**src/rtl/timebin_uart_packer.sv**
```systemverilog
// Timebin count FIFO + 8N1 UART packetiser: each 16-bit count goes out high byte first.
// Define SEQ_TAG_EN to append an 8-bit per-strobe sequence number as a third byte.
module timebin_uart_packer #(
  parameter int CLKS_PER_BIT    = 434,
  parameter int FIFO_DEPTH_LOG2 = 4
) (
  input  logic                     clk,
  input  logic                     reset,
  input  logic                     bin_strobe,
  input  logic [15:0]              bin_count,
  input  logic                     run,
  output logic                     tx,
  output logic                     busy,
  output logic                     overflow,
  output logic [FIFO_DEPTH_LOG2:0] fifo_level
);
`ifdef SEQ_TAG_EN
  localparam int W  = 24;
  localparam int NB = 3;
`else
  localparam int W  = 16;
  localparam int NB = 2;
`endif
  localparam int DEPTH = 1 << FIFO_DEPTH_LOG2;
  localparam int BW    = $clog2(CLKS_PER_BIT);

  typedef enum logic [2:0] {IDLE, LOAD, START, DATA, STOP} state_t;
  state_t state, state_nxt;

  logic [W-1:0]               mem [DEPTH];
  logic [FIFO_DEPTH_LOG2-1:0] wr_ptr, rd_ptr;
  logic [W-1:0]               wdata, hold;
  logic [BW-1:0]              baud_cnt;
  logic [2:0]                 bit_idx;
  logic [1:0]                 byte_idx;
  logic [7:0]                 cur_byte;
  logic                       push, pop, full, baud_done, last_byte;

  assign full      = (fifo_level == (FIFO_DEPTH_LOG2+1)'(DEPTH));
  assign push      = bin_strobe && run && !full;
  assign baud_done = (baud_cnt == BW'(CLKS_PER_BIT - 1));
  assign last_byte = (byte_idx == 2'(NB - 1));

`ifdef SEQ_TAG_EN
  logic [7:0] seq;
  // Dropped samples still consume a sequence number so the host sees the gap.
  always_ff @(posedge clk) begin
    if (reset)                  seq <= '0;
    else if (bin_strobe && run) seq <= seq + 8'd1;
  end
  assign wdata = {bin_count, seq};
`else
  assign wdata = bin_count;
`endif

  always_ff @(posedge clk) begin
    if (push) mem[wr_ptr] <= wdata;
  end

  always_ff @(posedge clk) begin
    if (reset) begin
      wr_ptr     <= '0;
      rd_ptr     <= '0;
      fifo_level <= '0;
      overflow   <= 1'b0;
    end else begin
      if (push) wr_ptr <= wr_ptr + 1'b1;
      if (pop)  rd_ptr <= rd_ptr + 1'b1;
      case ({push, pop})
        2'b10:   fifo_level <= fifo_level + 1'b1;
        2'b01:   fifo_level <= fifo_level - 1'b1;
        default: fifo_level <= fifo_level;
      endcase
      if (bin_strobe && run && full) overflow <= 1'b1;
    end
  end

  always_ff @(posedge clk) begin
    if (reset) begin
      hold     <= '0;
      baud_cnt <= '0;
      bit_idx  <= '0;
      byte_idx <= '0;
    end else begin
      if (state == LOAD) begin
        hold     <= mem[rd_ptr];
        byte_idx <= '0;
      end else if (state == STOP && baud_done && !last_byte) begin
        byte_idx <= byte_idx + 2'd1;
      end
      if (state == START || state == DATA || state == STOP)
        baud_cnt <= baud_done ? '0 : baud_cnt + 1'b1;
      else
        baud_cnt <= '0;
      // 3-bit index wraps back to 0 after bit 7, ready for the next byte.
      if (state == DATA) begin
        if (baud_done) bit_idx <= bit_idx + 3'd1;
      end else begin
        bit_idx <= '0;
      end
    end
  end

  always_comb begin
    case (byte_idx)
      2'd0:    cur_byte = hold[W-1 -: 8];
      2'd1:    cur_byte = hold[W-9 -: 8];
      default: cur_byte = hold[7:0];
    endcase
  end

  always_ff @(posedge clk) begin
    if (reset) state <= IDLE;
    else       state <= state_nxt;
  end

  always_comb begin
    state_nxt = state;
    case (state)
      IDLE:  if (fifo_level != '0) state_nxt = LOAD;
      LOAD:  state_nxt = START;
      START: if (baud_done) state_nxt = DATA;
      DATA:  if (baud_done && bit_idx == 3'd7) state_nxt = STOP;
      STOP:  if (baud_done) state_nxt = last_byte ? IDLE : START;
      default: state_nxt = IDLE;
    endcase
  end

  always_comb begin
    tx   = 1'b1;
    busy = 1'b1;
    pop  = 1'b0;
    case (state)
      IDLE:    busy = 1'b0;
      LOAD:    pop  = 1'b1;
      START:   tx   = 1'b0;
      DATA:    tx   = cur_byte[bit_idx];
      default: tx   = 1'b1;
    endcase
  end
endmodule
```
**config.mk**
```make
export PLATFORM = sky130hd
export DESIGN_NAME = timebin_uart_packer
export DESIGN_NICKNAME = d
export VERILOG_FILES = /design/src/rtl/timebin_uart_packer.sv
export SDC_FILE = /design/constraint.sdc
export NUM_CORES = 1
export LEC_CHECK = 0
export BUFFER_PORTS_ARGS = -buffer_cell sky130_fd_sc_hd__clkbuf_2
export CAP_MARGIN = 40
export CORE_ASPECT_RATIO = 1.1
export CORE_MARGIN = 10
export CORE_UTILIZATION = 50
export DETAILED_ROUTE_END_ITERATION = 12
export HOLD_SLACK_MARGIN = 0.08
export PLACE_DENSITY = 0.66
export SLEW_MARGIN = 20
export SYNTH_ARGS = -nofsm -noshare
export SYNTH_HDL_FRONTEND = slang
export SYNTH_SLANG_ARGS = --single-unit
```
**constraint.sdc**
```tcl
create_clock -name clk -period 3.8 [get_ports clk]
set_input_delay 0.76 -clock clk [delete_from_list [all_inputs] [get_ports clk]]
set_output_delay 0.76 -clock clk [all_outputs]
set_load 0.005 [all_outputs]
```
Word level (Yosys, flattened, before mapping)
Memory sizes are Yosys's and may differ from the RTL's. A register that Yosys moved wholly into a read port is not among the register bits.
Cells that the tools add are included.
{"block": "word_totals", "ff_bits": 31, "ram_bits": 256, "inputBits": 20, "elab_cells": 66, "n_memories": 1}
{"memory": "mem", "depth": 16, "word_bits": 16, "rd": 1, "rd_clocked_by_memory_dff": 1, "wr": 1, "line_no": "30", "rtl": "logic [W-1:0] mem [DEPTH];"}
{"block": "op_classes", "addsub": 7, "order_cmp": 1, "eq_ne": 14, "n_mux": 15, "bitwise_logic": 2, "n_reduce_logical": 18}
{"operator": "3-bit one-hot mux with 5 select lines", "n": 1}
{"operator": "3-bit two-way mux", "n": 4}
{"operator": "5-bit one-hot mux with 2 select lines", "n": 1}
{"operator": "9-bit by 1-bit adder with 9-bit output, second input constant", "n": 1}
{"operator": "9-bit == test, second input constant", "n": 1}
{"operator": "4-bit by 1-bit adder with 4-bit output, second input constant", "n": 2}
{"operator": "8-bit two-way mux", "n": 1}
{"operator": "3-bit by 2-bit == test with 1-bit output, second input constant", "n": 2}
{"operator": "3-bit == test, second input constant", "n": 2}
{"operator": "1-bit logical AND", "n": 6}
{"operator": "2-bit inequality test, second input constant", "n": 3}
{"operator": "5-bit by 1-bit adder with 5-bit output, second input constant", "n": 1}
{"operator": "5-bit == test, second input constant", "n": 1}
{"operator": "1-bit two-way mux", "n": 5}
{"operator": "5-bit nonzero test", "n": 1}
{"operator": "5-bit by 1-bit subtractor with 5-bit output, second input constant", "n": 1}
{"operator": "2-bit by 1-bit == test with 1-bit output, second input constant", "n": 2}
{"operator": "3-bit by 4-bit < comparator with 1-bit output, second input constant", "n": 1}
{"operator": "4-bit AND reduction", "n": 1}
{"operator": "2-bit OR reduction", "n": 2}
{"operator": "3-bit by 1-bit adder with 3-bit output, second input constant", "n": 1}
{"operator": "1-bit binary-select mux with 3-bit select", "n": 1}
{"operator": "3-bit by 1-bit == test with 1-bit output, second input constant", "n": 1}
{"operator": "3-bit zero test", "n": 1}
{"operator": "other kinds (11)", "n": 14}

Longest topological paths before layout
{"block": "depth", "depth_word": 5, "ltp_mapped": 13, "ltp_nobuf": 10}

Worst setup path before layout
No wires, ideal clock.
{"block": "synth_timing", "path_type": "register to register", "from": "register fifo_level[1]", "to": "register fifo_level[4]", "setup_time_ps": 121, "arrival_time_ps": 2976, "required_ps": 3679, "slack_ps": 703, "path_stages_with_launch": 13, "path_buffers": 2, "period_less_slack_ps": 3097, "path_cell_list": "dfxtp_1 -> clkbuf_1 -> nor4_1 -> a21oi_1 -> inv_1 -> ha_1 -> clkbuf_1 -> xor2_1 -> ha_1 -> o21a_1 -> o21a_1 -> o32ai_1 -> mux2_2"}
{"block": "synth_between", "elab_chain_len": 5}
{"item": "start, declared", "line_no": "15", "rtl": "output logic [FIFO_DEPTH_LOG2:0] fifo_level"}
{"item": "start signal, assigned", "line_no": "70", "rtl": "2'b10: fifo_level <= fifo_level + 1'b1;"}
{"item": "start signal, assigned", "line_no": "71", "rtl": "2'b01: fifo_level <= fifo_level - 1'b1;"}
{"item": "start signal, assigned", "line_no": "72", "rtl": "default: fifo_level <= fifo_level;"}
{"item": "5-bit == test", "line_no": "39", "rtl": "assign full = (fifo_level == (FIFO_DEPTH_LOG2+1)'(DEPTH));"}
{"item": "1-bit zero test", "line_no": "40", "rtl": "assign push = bin_strobe && run && !full;"}
{"item": "1-bit logical AND", "line_no": "40"}
{"item": "2-bit by 1-bit == test with 1-bit output or 2-bit == test (tied branches)", "line_no": "69", "rtl": "case ({push, pop})"}
{"item": "5-bit one-hot mux with 2 select lines or 2-bit nonzero test (tied branches)"}
Several ways; a longest one is shown, not always the timed one.
A chain may end at the register's enable or synchronous reset.

Worst setup path in the final report
{"block": "layout_timing", "from": "register byte_idx[0]", "to": "output port tx"}
{"block": "layout_between", "elab_chain_len": 5}
{"item": "start, declared", "line_no": "35", "rtl": "logic [1:0] byte_idx;"}
{"item": "start signal, assigned", "line_no": "89", "rtl": "byte_idx <= byte_idx + 2'd1;"}
{"item": "2-bit zero test", "line_no": "105", "rtl": "case (byte_idx)"}
{"item": "8-bit two-way mux", "line_no": "105"}
{"item": "1-bit binary-select mux with 3-bit select", "line_no": "137", "rtl": "DATA: tx = cur_byte[bit_idx];"}
{"item": "1-bit two-way mux (not written as such)", "line_no": "137"}
{"item": "1-bit one-hot mux with 2 select lines", "line_no": "133", "rtl": "case (state)"}
{"item": "end, declared", "line_no": "12", "rtl": "output logic tx,"}
Every way passes these cells. The select of a mux whose other input is x is not followed.

==> out/metrics.yaml <==
r2r_cells: 11
min_path_cells: 2
max_freq_mhz: 309.3
grt_pass1_wl_mm: 37.58
finalSetupViolations: 0
synth_cell_types: 46
antenna_found_initial: 0
vias: 6073
min_period_ns: 3.233
synth_compound_area_share_pct: 2.542
grt_max_degree: 47
core_um2: 23700
synth_seq_cells: 303
final_max_slew_viol_count: 0
n_fill_cell: 1741
cts-root-buf: "clkbuf_16"
clock_latency_ns: 0.54
cp_max_fo: 4
drc: 0
synth_seq_area_share_pct: 71.56
grt.overflow.total: 0
path_class: "reg -> out"
rsz0062_at_grt: "no"
nets: 729
status: "completed"
worst_pin_slew_ns: 0.8606
pwr-share-seq_pct: 49.9
gp_congestion: 0.7706
maxCapViolations: 0
cts_htree_levels: 1
timing.setup.tns_ns: 0
cts_setup_buffers: 0
synthMuxAreaShare_pct: 16.21
yosysWarnings: 0
dieArea_um2: 30730
yosysTopAreaCell: "edfxtp_1"
avgSynthCellArea_um2: 18.64
grt_pass1_vias: 6269
finalWirelength_mm: 24.30
fp-row-count: 59
synth_edf_count: 256
comb_power_share_pct: 11.1
grtUsageTotal_pct: 15.63
synth_xor_area_share_pct: 1.525
cts_resized: 0
slew_headroom_pct: 42.62
end_kind: "output port"
power_switching_share_pct: 23.52
ios: 28
vdd_drop_max_mv: 0.4266
drt_first_pass_iters: 4
antenna_cells: 0
powerDensity_nw_per_um2: 569.0
internal_power_mw: 5.958
p_leak_nw: 4.369
crit_arrival_ns: 2.47
hold_path.class: "reg -> reg"
cts_inserted_buffers: 30
synth_adder_area_share_pct: 1.557
power.total_mw: 7.791
hpwl_mm: 14.17
area_growth_pct: 13.55
switchingPower_mw: 1.832
critPathMaxStageDelay_ns: 0.55
synthTopCellsByArea: "edfxtp_1 64%, mux4_2 13%, dfxtp_1 7.8%"
layout-drive-gt1-share_pct: 27.02
ctsLongestPathBuffers: 3
synth_top_area_share_pct: 63.75
start_util_pct: 50.88
yosys.area_share.simple_pct: 4.773
holdBufCountCts: 0
worstPathCellList: "inv_1 -> ha_1 -> mux4_2 -> mux2_2 -> nand3_1 -> o311ai_0 -> clkbuf_2"
rrSetupSlack_ns: 0.66
antenna_left: 0
synthesis.nets: 682
synthArstFlopShare_pct: 0
netlist_area_um2: 12060
yosys-top-cells-count: "256 x edfxtp_1, 68 x mux4_2, 47 x dfxtp_1"
vias_per_cell: 5.936
io_buffers: 27
yosysMostFrequentCell: "edfxtp_1"
clkTransAtPathRegs_ns: 0.06
tritoncts: "yes"
drt_iter0_markers: 556
pwr-share-clk_pct: 39.0
fin_worst_skew_ns: 0.005090
cp_slowest_cell: "mux4_2"
dieWidth_um: 168.1
fp.dieH_um: 182.9
cts_sinks: 303
crit_required_ns: 3.04
synthCells: 647
crit_path_start_kind: "register"
period_share_pct: 85.08
synthFlopType: "edfxtp_1"
hold_violations: 0
synth_top_family_by_area: "multiplexers"
wl_per_cell_um: 23.76
==> per-layer routing <==
layer	track usage [%]	vias to the layer above	part of all wire, %	routed length, um
met1	20.51	3180	41	10010
li1	-	2683	-	-
met4	4.704	0	2.6	635
met2	26.31	163	51	12360
met5	0	-	0	0
met3	2.545	47	5.3	1297
==> power by group through the flow <==
| stage | clock network [mW] | registers (mW) | logic, mW |
|---|---|---|---|
| after CTS | 3.09 | 3.88 | 0.878 |
| after detailed placement | 0 | 3.95 | 0.873 |
| after global placement | 0 | 3.94 | 0.839 |
| final | 3.04 | 3.88 | 0.866 |
| after floorplan | 0 | 3.82 | 0.711 |
| after global routing | 3.22 | 3.90 | 0.940 |
==> cells by family (layout without fill, tap and decap cells) <==
logic type / Yosys count / after routing
adders and majority gates: 15 / 15
xor gates and xnor gates: 21 / 21
DFF: 303 / 303
and+or+nand+nor: 110 / 110
muxes: 110 / 110
buffers and inverters: 48 / 119
AOI/OAI and AO/OA: 40 / 40
==> layout by cell type (no fill, tap or decap), types with 6 or more instances in the layout <==
master       n
dfxtp_1     44
xor2_1      10
mux4_2      68
nand2_1     11
nand3_1      7
edfxtp_1   256
clkbuf_16   31
inv_1        8
nor2_2      12
mux2i_1     40
or3_1        6
buf_4       24
clkbuf_2    27
nand3b_1    19
o221ai_1    17
clkinv_2     9
xnor2_1     11
a21oi_1      6
nor2_1      31
ha_1        15
==> worst paths after layout <==
| path | start | to |
|---|---|---|
| max | byte_idx[0]$_SDFFE_PP0P_ | tx |
| min | overflow$_SDFFE_PP0P_ | overflow$_SDFFE_PP0P_ |
| min reg2reg | overflow$_SDFFE_PP0P_ | overflow$_SDFFE_PP0P_ |
| max reg2reg | fifo_level[1]$_SDFFE_PP0P_ | fifo_level[4]$_SDFFE_PP0P_ |
==> flip-flops by register name, summed over array words and instances, names as in the netlist <==
| signal | count |
|---|---|
| hold | 16 |
| state | 3 |
| rd_ptr | 4 |
| byte_idx | 2 |
| mem | 256 |
| overflow | 1 |
| baud_cnt | 9 |
| bit_idx | 3 |
| wr_ptr | 4 |
| fifo_level | 5 |
==> through the flow <==
| step | cells | worst slack, ns | instance area, um2 | utilization, % | hold slack [ns] |
|---|---|---|---|---|---|
| floorplan | 647 | 0.7033 | 12060 | - | 0.4334 |
| global placement | 967 | 0.6737 | 12670 | 53.46 | 0.4346 |
| detailed placement | 967 | 0.5509 | 12670 | 53.46 | 0.4497 |
| CTS | 1023 | 0.5427 | 13690 | 57.78 | 0.4379 |
| global route | 1023 | 0.4375 | 13690 | 57.78 | 0.4791 |
| finish | 1023 | 0.5668 | 13690 | 57.78 | 0.4532 |
==> area by class of cell <==
class                           count  area (um2)  area share, %
Timing Repair Buffer               53       355.3          2.595
Inverter                           10       37.54         0.2741
Clock inverter                     20       230.2          1.681
Clock buffer                       36       794.5          5.803
Sequential cell                   303        8635          63.06
Tap cell                          305       381.6          2.787
Multi-Input combinational cell    296        3258          23.80
==> worst max-delay path: cells and delay by family (launching register included) <==
| family | cells | cell delay [ns] |
|---|---|---|
| AOI/OAI and AO/OA | 1 | 0.13 |
| adders and majority gates | 1 | 0.32 |
| buffers and inverters | 2 | 0.22 |
| DFF | 1 | 0.32 |
| muxes | 2 | 0.85 |
| and+or+nand+nor | 1 | 0.08 |
Note: power is estimated with default switching activity, not from simulation.
